File: config.mk
export PLATFORM = sky130hd
export DESIGN_NAME = mux2x1_arbiter
export DESIGN_NICKNAME = d
export VERILOG_FILES = /design/src/rtl/mux2x1_arbiter.sv
export SDC_FILE = /design/constraint.sdc
export NUM_CORES = 1
export LEC_CHECK = 0
export ABC_AREA = 1
export CORE_UTILIZATION = 29
export CTS_BUF_LIST = sky130_fd_sc_hd__clkbuf_8 sky130_fd_sc_hd__clkbuf_16
export DETAILED_ROUTE_END_ITERATION = 10
export GPL_ROUTABILITY_DRIVEN = 0
export PLACE_DENSITY = 0.93
export SLEW_MARGIN = 10
export SYNTH_ARGS = -nofsm -noshare
export SYNTH_HDL_FRONTEND = slang
export SYNTH_SLANG_ARGS = --single-unit
File: constraint.sdc
create_clock -name clk -period 1.7 [get_ports clk]
set_input_delay 0.34 -clock clk [delete_from_list [all_inputs] [get_ports clk]]
set_output_delay 0.34 -clock clk [all_outputs]
set_load 0.05 [all_outputs]
File: src/rtl/mux2x1_arbiter.sv
// Two-source round-robin arbiter with a registered select and shared output mux.
// A grant is released on a last beat, on a dropped request, or when the beat limit is reached.
module mux2x1_arbiter #(
  parameter int unsigned WIDTH    = 32,
  parameter int unsigned MAXBEATS = 16
) (
  input  logic             clk,
  input  logic             clrn,
  input  logic             req0,
  input  logic             req1,
  input  logic [WIDTH-1:0] d0,
  input  logic [WIDTH-1:0] d1,
  input  logic             last0,
  input  logic             last1,
  input  logic             y_ready,
  output logic             gnt0,
  output logic             gnt1,
  output logic             s,
  output logic [WIDTH-1:0] y,
  output logic             y_valid,
  output logic             y_last,
  output logic             busy,
  output logic             abort
);

  localparam int unsigned    CW      = (MAXBEATS > 2) ? $clog2(MAXBEATS) : 1;
  localparam logic [CW-1:0]  CNT_MAX = CW'(MAXBEATS - 1);

  typedef enum logic [1:0] {
    IDLE = 2'd0,
    OWN0 = 2'd1,
    OWN1 = 2'd2
  } state_t;

  state_t        r_state, w_state_nxt;
  logic          r_s, w_s_nxt;
  logic          r_rr, w_rr_nxt;
  logic [CW-1:0] r_cnt, w_cnt_nxt;
  logic          r_abort, w_abort_nxt;

  logic w_own_req;
  logic w_own_last;
  logic w_oth_req;
  logic w_xfer;
  logic w_release;
  logic w_grant0;
  logic w_grant1;

  always_ff @(posedge clk) begin
    if (!clrn) begin
      r_state <= IDLE;
      r_s     <= 1'b0;
      r_rr    <= 1'b1;
      r_cnt   <= '0;
      r_abort <= 1'b0;
    end else begin
      r_state <= w_state_nxt;
      r_s     <= w_s_nxt;
      r_rr    <= w_rr_nxt;
      r_cnt   <= w_cnt_nxt;
      r_abort <= w_abort_nxt;
    end
  end

  always_comb begin
    w_own_req  = 1'b0;
    w_own_last = 1'b0;
    w_oth_req  = 1'b0;
    case (r_state)
      OWN0: begin
        w_own_req  = req0;
        w_own_last = last0;
        w_oth_req  = req1;
      end
      OWN1: begin
        w_own_req  = req1;
        w_own_last = last1;
        w_oth_req  = req0;
      end
      default: ;
    endcase
  end

  assign w_xfer = w_own_req & y_ready;

  always_comb begin
    w_state_nxt = r_state;
    w_s_nxt     = r_s;
    w_rr_nxt    = r_rr;
    w_cnt_nxt   = r_cnt;
    w_abort_nxt = 1'b0;
    w_release   = 1'b0;
    w_grant0    = 1'b0;
    w_grant1    = 1'b0;

    case (r_state)
      IDLE: begin
        // On a tie rr names the last owner, so the other side wins.
        if (req0 && (!req1 || r_rr)) begin
          w_grant0 = 1'b1;
        end else if (req1) begin
          w_grant1 = 1'b1;
        end
      end
      OWN0, OWN1: begin
        if (w_xfer && w_own_last) begin
          w_release = 1'b1;
        end else if (!w_own_req) begin
          w_release   = 1'b1;
          w_abort_nxt = 1'b1;
        end else if (w_xfer) begin
          if (r_cnt == CNT_MAX) begin
            w_release   = 1'b1;
            w_abort_nxt = 1'b1;
          end else begin
            w_cnt_nxt = r_cnt + CW'(1);
          end
        end
      end
      default: w_state_nxt = IDLE;
    endcase

    // A releasing owner may only hand over to the other side, never back to itself.
    if (w_release) begin
      if (w_oth_req) begin
        w_grant0 = (r_state == OWN1);
        w_grant1 = (r_state == OWN0);
      end else begin
        w_state_nxt = IDLE;
        w_cnt_nxt   = '0;
      end
    end

    if (w_grant0) begin
      w_state_nxt = OWN0;
      w_s_nxt     = 1'b0;
      w_rr_nxt    = 1'b0;
      w_cnt_nxt   = '0;
    end else if (w_grant1) begin
      w_state_nxt = OWN1;
      w_s_nxt     = 1'b1;
      w_rr_nxt    = 1'b1;
      w_cnt_nxt   = '0;
    end
  end

  assign gnt0    = (r_state == OWN0);
  assign gnt1    = (r_state == OWN1);
  assign s       = r_s;
  assign y       = r_s ? d1 : d0;
  assign y_valid = w_own_req;
  assign y_last  = w_own_req & w_own_last;
  assign busy    = (r_state != IDLE);
  assign abort   = r_abort;

endmodule

-- After elaboration in Yosys (flattened, before gate mapping)
Index checks and enable logic that the tools add are counted.
- add/sub/neg operators: 1
- equal/unequal tests: 3
- multiplexer cells: 32
- bitwise gates (word level): 4
- reductions and logical operators: 12
- operators by type and width (cell ; count):
    $mux W32 ; 1
    $mux W4 ; 7
    $mux W1 ; 17
    $reduce_or A3 Y1 ; 3
    $mux W2 ; 4
    $pmux W1 S2 ; 3
    $add A4 B1 Y4 const B ; 1
    $eq A4 B4 Y1 const B ; 1
    $reduce_bool A2 Y1 ; 2
    $reduce_or A2 Y1 ; 2
    $and A1 B1 Y1 ; 2
    $eq A2 B1 Y1 const B ; 1
    $eq A2 B2 Y1 const B ; 1
    $logic_and A1 B1 Y1 ; 2
    $logic_not A2 Y1 ; 1
    $not A1 Y1 ; 2
    $logic_not A1 Y1 ; 1
    $logic_or A1 B1 Y1 ; 1
- register bits after elaboration: 9
- input port bits: 71
- output and inout port bits: 39
- logic and storage cells: 58

-- Logic depth before layout (Yosys ltp)
Gate-level depths: netlist of run 1.
- depth after elaboration: 10
- depth in mapped cells: 13
- depth with buffers taken out: 13

-- Least setup slack after synthesis of run 1
No wires, ideal clock.
- kind: flip-flop to output port
- start: register r_state[1]
- end: output port y_last
- data arrival time: 1.885 ns
- slack: -0.525 ns
- cell stages (with the launch flop): 7
- path through: dfxtp_1 inv_1 ha_1 nand2_1 nand2_2 nand2_4 nor2_1
- word-level cells in the longest chain between the ends: 3
- elaborated cells on any way between the ends: 5
- those cells by class: eq/ne (2); mux (2); bitwise (1)
- ends and longest elaborated chain (item ; line ; text):
    start: declaration ; 35 ; state_t r_state, w_state_nxt;
    start signal: assignment ; 57 ; r_state <= w_state_nxt;
    $eq A2 B1 Y1 * ; -- ;
    via gnt0 ; 16 ; output logic gnt0,
    $pmux W1 S2 ; 69 ; case (r_state)
    $and A1 B1 Y1 * ; 152 ; assign y_last = w_own_req & w_own_last;
    end: declaration ; 21 ; output logic y_last,
The timed path passes the listed nets; every way through them passes the cells marked *.

-- Final worst setup path of run 1
- start: register r_state[0]
- end: output port y_last
- word-level cells in the longest chain between the ends: 3
- elaborated cells on any way between the ends: 5
- those cells by class: eq/ne (2); mux (2); bitwise (1)
- ends and longest elaborated chain (item ; line):
    $eq A2 B2 Y1 / $eq A2 B1 Y1 (equally long branches) ; 69
    $pmux W1 S2 ; 69
    $and A1 B1 Y1 * ; 152
Every way passes the cells marked *; elsewhere a longest branch is shown, timed or not.

==> impl_metrics.ini, run 1 <==
[die]
rows = 21
die_x_um = 62.2
start_util_pct = 30.8
pin_count = 110
core_area_um2 = 3420
die-area_um2 = 3870
die_h_um = 62.2

[clock_network]
numCtsBuffers = 3
worstSkewPairLatency_ns = 0.23
h-tree-depth = 1
clk_path_buf_depth = 2
cts.sinks = 9
root_buffer = clkbuf_8
cts_tree = built
clk_pin_slew_ns = 0.04
cts-hold-fix-buffers = 0

[final_layout]
final_common_cell = nand2_1
mostFrequentLayoutCells = 93 x nand2_1, 68 x clkdlybuf4s50_1, 38 x buf_12
nets = 397
antenna_cells = 0
post-route-util_pct = 83.2
stdcell_count = 366
area_growth_pct = 170
fin_area_um2 = 2840
fill_cells = 197
layout-drive-gt1-share_pct = 33.8

[sta]
period_share_pct = 98.6
worst_slew_pin_slew_ns = 0.241
fin_skew_ns = 0.00235
fmax_mhz = 597
final_hold_viol_count = 0
grt_setup_unrepaired = yes
min_period_ns = 1.68
slew_viol_final = 0
whs_ns = 0.558
finalSetupViolCount = 0
relSlewSlack_pct = 84.0

[yosys]
ys_warn_count = 0
mappedNetlistArea_um2 = 1050
netlist_top_cells_area = nand2_1 45%, dfxtp_1 17%, ha_1 6.0%
synthCells = 202
synth_top_cell_area_share_pct = 44.6
synth.distinct_cells = 20
avgSynthCellArea_um2 = 5.20
synth_largest_area_cell = nand2_1
syn-num-nets = 278
synth_seq_cells = 9
synth_seq_area_share_pct = 17.1

[route]
drt_pass1_iterations = 5
vias = 1685
antenna_left = 0
via_per_inst = 4.60
routed_wl_um = 4530
wire_per_inst_um = 12.4
drt_iter0_drc = 66
route.detailed.drc = 0

[global_route]
use_met1_pct = 23.4
use_met3_pct = 3.86
grt_max_degree = 34
top_usage_layer = met2
track_usage_pct = 22.2
grt-ovfl-total = 0
grt_pass1_wl_um = 6930
grt_pass1_vias = 1648
grt_antenna_before_repair = 0
gr-usage-met2_pct = 44.2

[power_and_ir_drop]
vdd_ir_drop_max_mv = 0.605
finalPower_w = 0.00279
p_per_area_nw_per_um2 = 981
power.leakage_nw = 1.35

[setup_path]
start_kind = register
critPathArrivalTime_ns = 1.34
cp-startpoint = r_state[0]
crit_path_end_kind = output pin
critical_path_class = reg2out
critical_path_required_ns = 1.36
crit_fanout = 4
worstReg2RegStart = r_state[0]

[run]
drv_cap = 0

[place]
dpl.cell_count = 358
io_buffers = 109
post_dp_cell_area_um2 = 2690
place.detailed.hpwl_um = 3840

[outcome]
outcome = finished clean

[worst_hold_path]
hp-class = reg2reg
worstHoldStart = r_rr
==> cell type report <==
cell class                 count  area, µm²  share of cell area [%]
sequential                     9        189                    6.65
clock buffer                   3       41.3                    1.45
tap                           46       57.6                    2.03
multi-input combinational    170        910                    32.0
timing repair buffer         121       1570                    55.3
inverter                      16       67.6                    2.38
clock inverter                 1       3.75                   0.132
==> worst paths after layout <==
kind	endpoint	slack (ns)	depth (start not counted)
worst max-delay path	y_last	0.02	7
worst min-delay path	r_rr	0.56	4
worst max register to register	r_cnt[0]	0.05	11
worst min register to register	r_rr	0.56	4
==> synthesized netlist by cell type (all sizes together) <==
master / n
nand2: 132
nand4: 1
dfxtp: 9
a21boi: 1
o211ai: 1
nand3b: 1
a21oi: 2
o21ai: 2
xor2: 2
clkbuf: 6
ha: 5
inv: 16
buf: 1
nand3: 10
nor2: 13
==> routing by layer <==
layer | routed length, µm | up-vias
li1 | - | 842
met1 | 1650 | 763
met2 | 2540 | 68
met3 | 207 | 12
met4 | 133 | 0
met5 | 0 | -
==> through the flow <==
step | setup WS [ns] | TNS (ns)
after floorplan | -0.109 | -0.307
after global placement | -0.0461 | -0.302
after detailed placement | -0.162 | -1.26
after CTS | -0.0202 | -0.0202
after global routing | -0.0338 | -0.120
final | 0.0241 | 0
==> power by group <==
group | total, W | internal [W] | switching (W)
Clock | 0.000241 | 0.000157 | 0.0000836
Combinational | 0.00227 | 0.00103 | 0.00124
Sequential | 0.000275 | 0.000247 | 0.0000280
Total | 0.00279 | 0.00144 | 0.00135
==> registers in the layout, indices dropped and copies added, names as in the netlist <==
signal	count
r_state	2
r_cnt	4
r_rr	1
abort	1
s	1
==> kinds of logic after synthesis <==
| family | after synthesis | share of synthesized area [%] |
|---|---|---|
| fa+ha+maj | 5 | 5.95 |
| buf+inv | 23 | 8.93 |
| compound gates | 6 | 3.33 |
| xor+xnor | 2 | 1.67 |
| simple gates | 157 | 63.0 |
| flops | 9 | 17.1 |
==> critical path, stage by stage, from the launching register on <==
cell     delay (ns)
dfxtp_4        0.36
inv_6          0.07
ha_4           0.16
nand2_2        0.07
nand2_4        0.09
nand2_4        0.08
nor2_4         0.13
buf_12         0.14
==> timing repair <==
item                                    CTS  global route
hold endpoints to repair                  0             0
gates cloned                              0             0
pin swaps                                 1             4
setup buffers                             1             3
endpoints found under the setup margin    8            10
gates resized for setup                  10            13
Power figures use the tool's default switching activity.
==> inputs of run 2 (changes only) <==
--- a/config.mk
+++ b/config.mk
@@ -10,6 +10,7 @@
 export CTS_BUF_LIST = sky130_fd_sc_hd__clkbuf_8 sky130_fd_sc_hd__clkbuf_16
 export DETAILED_ROUTE_END_ITERATION = 10
 export GPL_ROUTABILITY_DRIVEN = 0
+export GPL_TIMING_DRIVEN = 0
 export PLACE_DENSITY = 0.93
 export SLEW_MARGIN = 10
 export SYNTH_ARGS = -nofsm -noshare
==> run 2 against run 1 <==
Cell area down 16%. Fmax increased by 0.73%. Clock skew is 0.00070 ns lower. Worst hold slack got worse by 0.048 ns. Wire length fell by 14%. Register-to-register slack improved by 0.02 ns. Largest cell class unchanged.
==> impl_metrics.ini, run 2 (synthesis gave the netlist of run 1 again) <==
[route]
routed_wl_um = 3910
route.detailed.drc = 0
vias = 1633
antenna_left = 0
wire_per_inst_um = 10.7
via_per_inst = 4.46
drt_iter0_drc = 97
drt_pass1_iterations = 4

[final_layout]
stdcell_count = 366
area_growth_pct = 128
fin_area_um2 = 2390
regMostFlops = r_cnt
nets = 397
antenna_cells = 0
mostFrequentLayoutCells = 93 x nand2_1, 69 x clkdlybuf4s50_1, 36 x nand2_2
top_regs = r_cnt x4, r_state x2
layout-drive-gt1-share_pct = 33.1
final_common_cell = nand2_1
largest_reg_flops = 4

[global_route]
track_usage_pct = 20.1
grt_pass1_vias = 1603
grt_antenna_before_repair = 0
grt_pass1_wl_um = 6400
grt-ovfl-total = 0
grt_max_degree = 11

[die]
start_util_pct = 30.8
core_area_um2 = 3420
pin_count = 110
die_x_um = 62.2
rows = 21
die-area_um2 = 3870
die_h_um = 62.2

[place]
dpl.cell_count = 357
dpl_worst_slack_ns = -0.653
io_buffers = 109
place.detailed.hpwl_um = 3270
post_dp_cell_area_um2 = 2280

[clock_network]
h-tree-depth = 1
clk_path_buf_depth = 2
root_buffer = clkbuf_8
numCtsBuffers = 3
cts-hold-fix-buffers = 0
worstSkewPairLatency_ns = 0.23
cts_tree = built
clk_pin_slew_ns = 0.04
cts.sinks = 9

[sta]
fmax_mhz = 601
fin_skew_ns = 0.00165
period_share_pct = 97.9
worst_slew_pin_slew_ns = 0.519
grt_setup_unrepaired = yes
slew_viol_final = 0
min_period_ns = 1.66
relSlewSlack_pct = 65.6
finalSetupViolCount = 0
final_hold_viol_count = 0
fin_ws_ns = 0.0361
tns_ns = 0

[power_and_ir_drop]
p_per_area_nw_per_um2 = 955
vdd_ir_drop_max_mv = 0.528
power.leakage_nw = 1.18

[run]
drv_cap = 0

[outcome]
outcome = finished clean

[worst_hold_path]
hp-class = reg2reg

[setup_path]
slowest_delay_ns = 0.37
slowest_stage = dfxtp_2
crit_chain = inv_4 > ha_4 > nand2_4 > nor2_4 > buf_6
critical_path_class = reg2out
start_kind = register
crit_fanout = 6
critical_path_required_ns = 1.36
crit_path_end_kind = output pin
critPathArrivalTime_ns = 1.32
## run 2: report_power, final
group,internal [W],leakage (nW),switching [W]
logic,0.000642,1.08,0.00114
clock network,0.000157,0.0269,0.0000785
registers,0.000245,0.0749,0.0000232
total,0.00104,1.18,0.00124
## run 2: per-layer routing
metal / global-route usage (%) / up-vias / wire (µm) / share of wire, %
li1: - / 846 / - / -
met1: 22.2 / 712 / 1560 / 40
met2: 37.2 / 63 / 2080 / 53
met3: 3.86 / 12 / 150 / 3.8
met4: 7.85 / 0 / 125 / 3.2
met5: 0 / - / 0 / 0
## run 2: critical path, delay by kind of cell (launching register included)
family                     cells  cell delay [ns]
and+or+nand+nor                2             0.19
adders and majority gates      1             0.31
DFF                            1             0.37
buffers and inverters          2             0.22
## run 2: cell type report
class | instances | area [µm²]
multi-input cells | 170 | 916
flip-flops and latches | 9 | 186
fillers | 313 | 1020
well taps | 46 | 57.6
clock inverters | 1 | 3.75
clock buffers | 3 | 41.3
plain buffers | 7 | 61.3
inverters | 16 | 67.6
repair buffers | 114 | 1060
## run 2: final timing paths
path | end | slack, ns | cells past startpoint | startpoint
worst max-delay path | y_last | 0.04 | 5 | r_state[0]
worst min-delay path | r_rr | 0.51 | 4 | r_rr
worst max register to register | s | 0.07 | 9 | r_state[0]
worst min register to register | r_rr | 0.51 | 4 | r_rr
## run 2: through the flow
stage | utilization, % | power, W | hold WS, ns
2_1_floorplan | - | 0.00137 | 0.409
3_3_place_gp | 66.8 | 0.00193 | 0.505
3_5_place_dp | 66.8 | 0.00195 | 0.503
4_1_cts | 67.2 | 0.00218 | 0.515
5_1_grt | 70.0 | 0.00243 | 0.564
6_report | 70.0 | 0.00228 | 0.511
## run 2: what timing repair did
| action | 4_1_cts | 5_1_grt |
|---|---|---|
| buffers inserted | 2 | 3 |
| pin swaps | 1 | 9 |
| resized for setup | 215 | 45 |
| endpoints found under the setup margin | 45 | 44 |
==> inputs of run 3 (changes only) <==
--- a/config.mk
+++ b/config.mk
@@ -6,6 +6,7 @@
 export NUM_CORES = 1
 export LEC_CHECK = 0
 export ABC_AREA = 1
+export CORE_ASPECT_RATIO = 1.2
 export CORE_UTILIZATION = 29
 export CTS_BUF_LIST = sky130_fd_sc_hd__clkbuf_8 sky130_fd_sc_hd__clkbuf_16
 export DETAILED_ROUTE_END_ITERATION = 10
==> run 3 against run 2 <==
The flow now finishes with violations (design-rule violations). Non-clock buffer count is 4 lower. Combinational power hardly changed. Cell count is 3.6% lower.
==> impl_metrics.ini, run 3 (synthesis gave the netlist of run 1 again) <==
[outcome]
outcome = complete, but fails checks
violations = design-rule violations

[route]
drt_iter0_drc = 20
drt_pass1_iterations = 7
vias = 1636
antenna_left = 0
route.detailed.drc = 2
routed_wl_um = 4410
via_per_inst = 4.63
wire_per_inst_um = 12.5

[power_and_ir_drop]
power.leakage_nw = 1.19
vdd_ir_drop_max_mv = 0.535
p_per_area_nw_per_um2 = 968

[sta]
slew_viol_final = 0
final_hold_viol_count = 0
whs_ns = 0.546
finalSetupViolCount = 0
grt_setup_unrepaired = yes
period_share_pct = 99.2
fin_skew_ns = 0.00649
relSlewSlack_pct = 66.6
min_period_ns = 1.69
worst_slew_pin_slew_ns = 0.500
fmax_mhz = 593

[final_layout]
largest_reg_flops = 4
fill_cells = 284
multi_input_area_um2 = 915
layout-drive-gt1-share_pct = 32.3
final_common_cell = nand2_1
antenna_cells = 0
top_regs = r_cnt x4, r_state x2
regArea_um2 = 189
mostFrequentLayoutCells = 92 x nand2_1, 68 x clkdlybuf4s50_1, 35 x nand2_2
post-route-util_pct = 70.0
fin_area_um2 = 2380
area_growth_pct = 126
nets = 393
regMostFlops = r_cnt

[global_route]
gr-usage-met2_pct = 40.3
use_met1_pct = 23.4
grt_pass1_wl_um = 6490
grt_pass1_vias = 1546
grt_antenna_before_repair = 0
track_usage_pct = 21.4
top_usage_layer = met2
grt_max_degree = 11
use_met3_pct = 3.40
grt-ovfl-total = 0

[setup_path]
critPathArrivalTime_ns = 1.35
critical_path_required_ns = 1.36
slowest_delay_ns = 0.36
slowest_stage = dfxtp_4
cpMostUsedCell = nand2_4
critical_path_class = reg2out
start_kind = register
crit_path_end_kind = output pin
crit_fanout = 5
crit_chain = inv_4 > ha_4 > nand2_2 > nand2_4 > nand2_4 > nor2_4 > buf_6

[worst_hold_path]
hp-class = reg2reg

[die]
start_util_pct = 31.0
die_x_um = 57.0
rows = 23
core_area_um2 = 3400
pin_count = 110
die_h_um = 67.9
die-area_um2 = 3870

[place]
place.detailed.hpwl_um = 3660
post_dp_cell_area_um2 = 2270
io_buffers = 109

[clock_network]
cts.sinks = 9
cts_tree = built
worstSkewPairLatency_ns = 0.24
root_buffer = clkbuf_8
cts-hold-fix-buffers = 0
numCtsBuffers = 3
clk_pin_slew_ns = 0.05
clk_path_buf_depth = 2
h-tree-depth = 1

[run]
drv_cap = 0
==> run 3: cell types whose count changed in the layout (fill, tap and decap cells not counted), moves of 2 or more <==
cell      delta
clkbuf_4     -6
nand2_4      +2
buf_6        +5
buf_4        -3
==> run 3: critical path: cells and delay by family, from the launching register on <==
kind	cells	cell delay (ns)
simple gates	4	0.36
fa+ha+maj	1	0.16
buf+inv	2	0.23
flops	1	0.36
==> run 3: worst paths after layout <==
path	from	depth (start not counted)	slack (ns)	endpoint
worst max register to register	r_state[1]	10	0.11	r_state[0]
worst min register to register	r_rr	4	0.55	r_rr
worst max-delay path	r_state[1]	7	0.01	y_last
worst min-delay path	r_rr	4	0.55	r_rr
==> run 3: stage by stage <==
step                      setup TNS, ns  worst slack [ns]  instances  total power [W]
after floorplan                  -0.307            -0.109        202          0.00137
after global placement           -19.89            -0.647        348          0.00194
after detailed placement         -20.79            -0.653        348          0.00196
after CTS                             0         0.0000495        352          0.00222
after global routing             -0.118           -0.0367        353          0.00243
final                                 0            0.0131        353          0.00230
==> run 3: report_power, final <==
part	switching (W)	internal, W
sequential	0.0000257	0.000246
combinational	0.00115	0.000632
clock	0.0000901	0.000158
total	0.00126	0.00104
==> run 3: what timing repair did <==
item / CTS / global route
endpoints found under the hold margin: 0 / 0
buffers inserted: 0 / 1
setup endpoints to repair: 45 / 44
resized for setup: 227 / 39
pin swaps: 1 / 5
==> run 3: area by class of cell <==
class,instances,area share [%]
Timing Repair Buffer,110,44.4
Buffer,7,2.42
Clock inverter,1,0.158
Multi-Input combinational cell,170,38.5
Sequential cell,9,7.95
Clock buffer,3,1.74
Tap cell,37,1.95
Inverter,16,2.95
==> run 3: per-layer routing <==
metal	wire length, µm	part of all wire, %	vias up
met5	0	0	-
met4	171	3.9	0
met3	229	5.2	17
met2	2410	55	74
met1	1590	36	709
li1	-	-	836
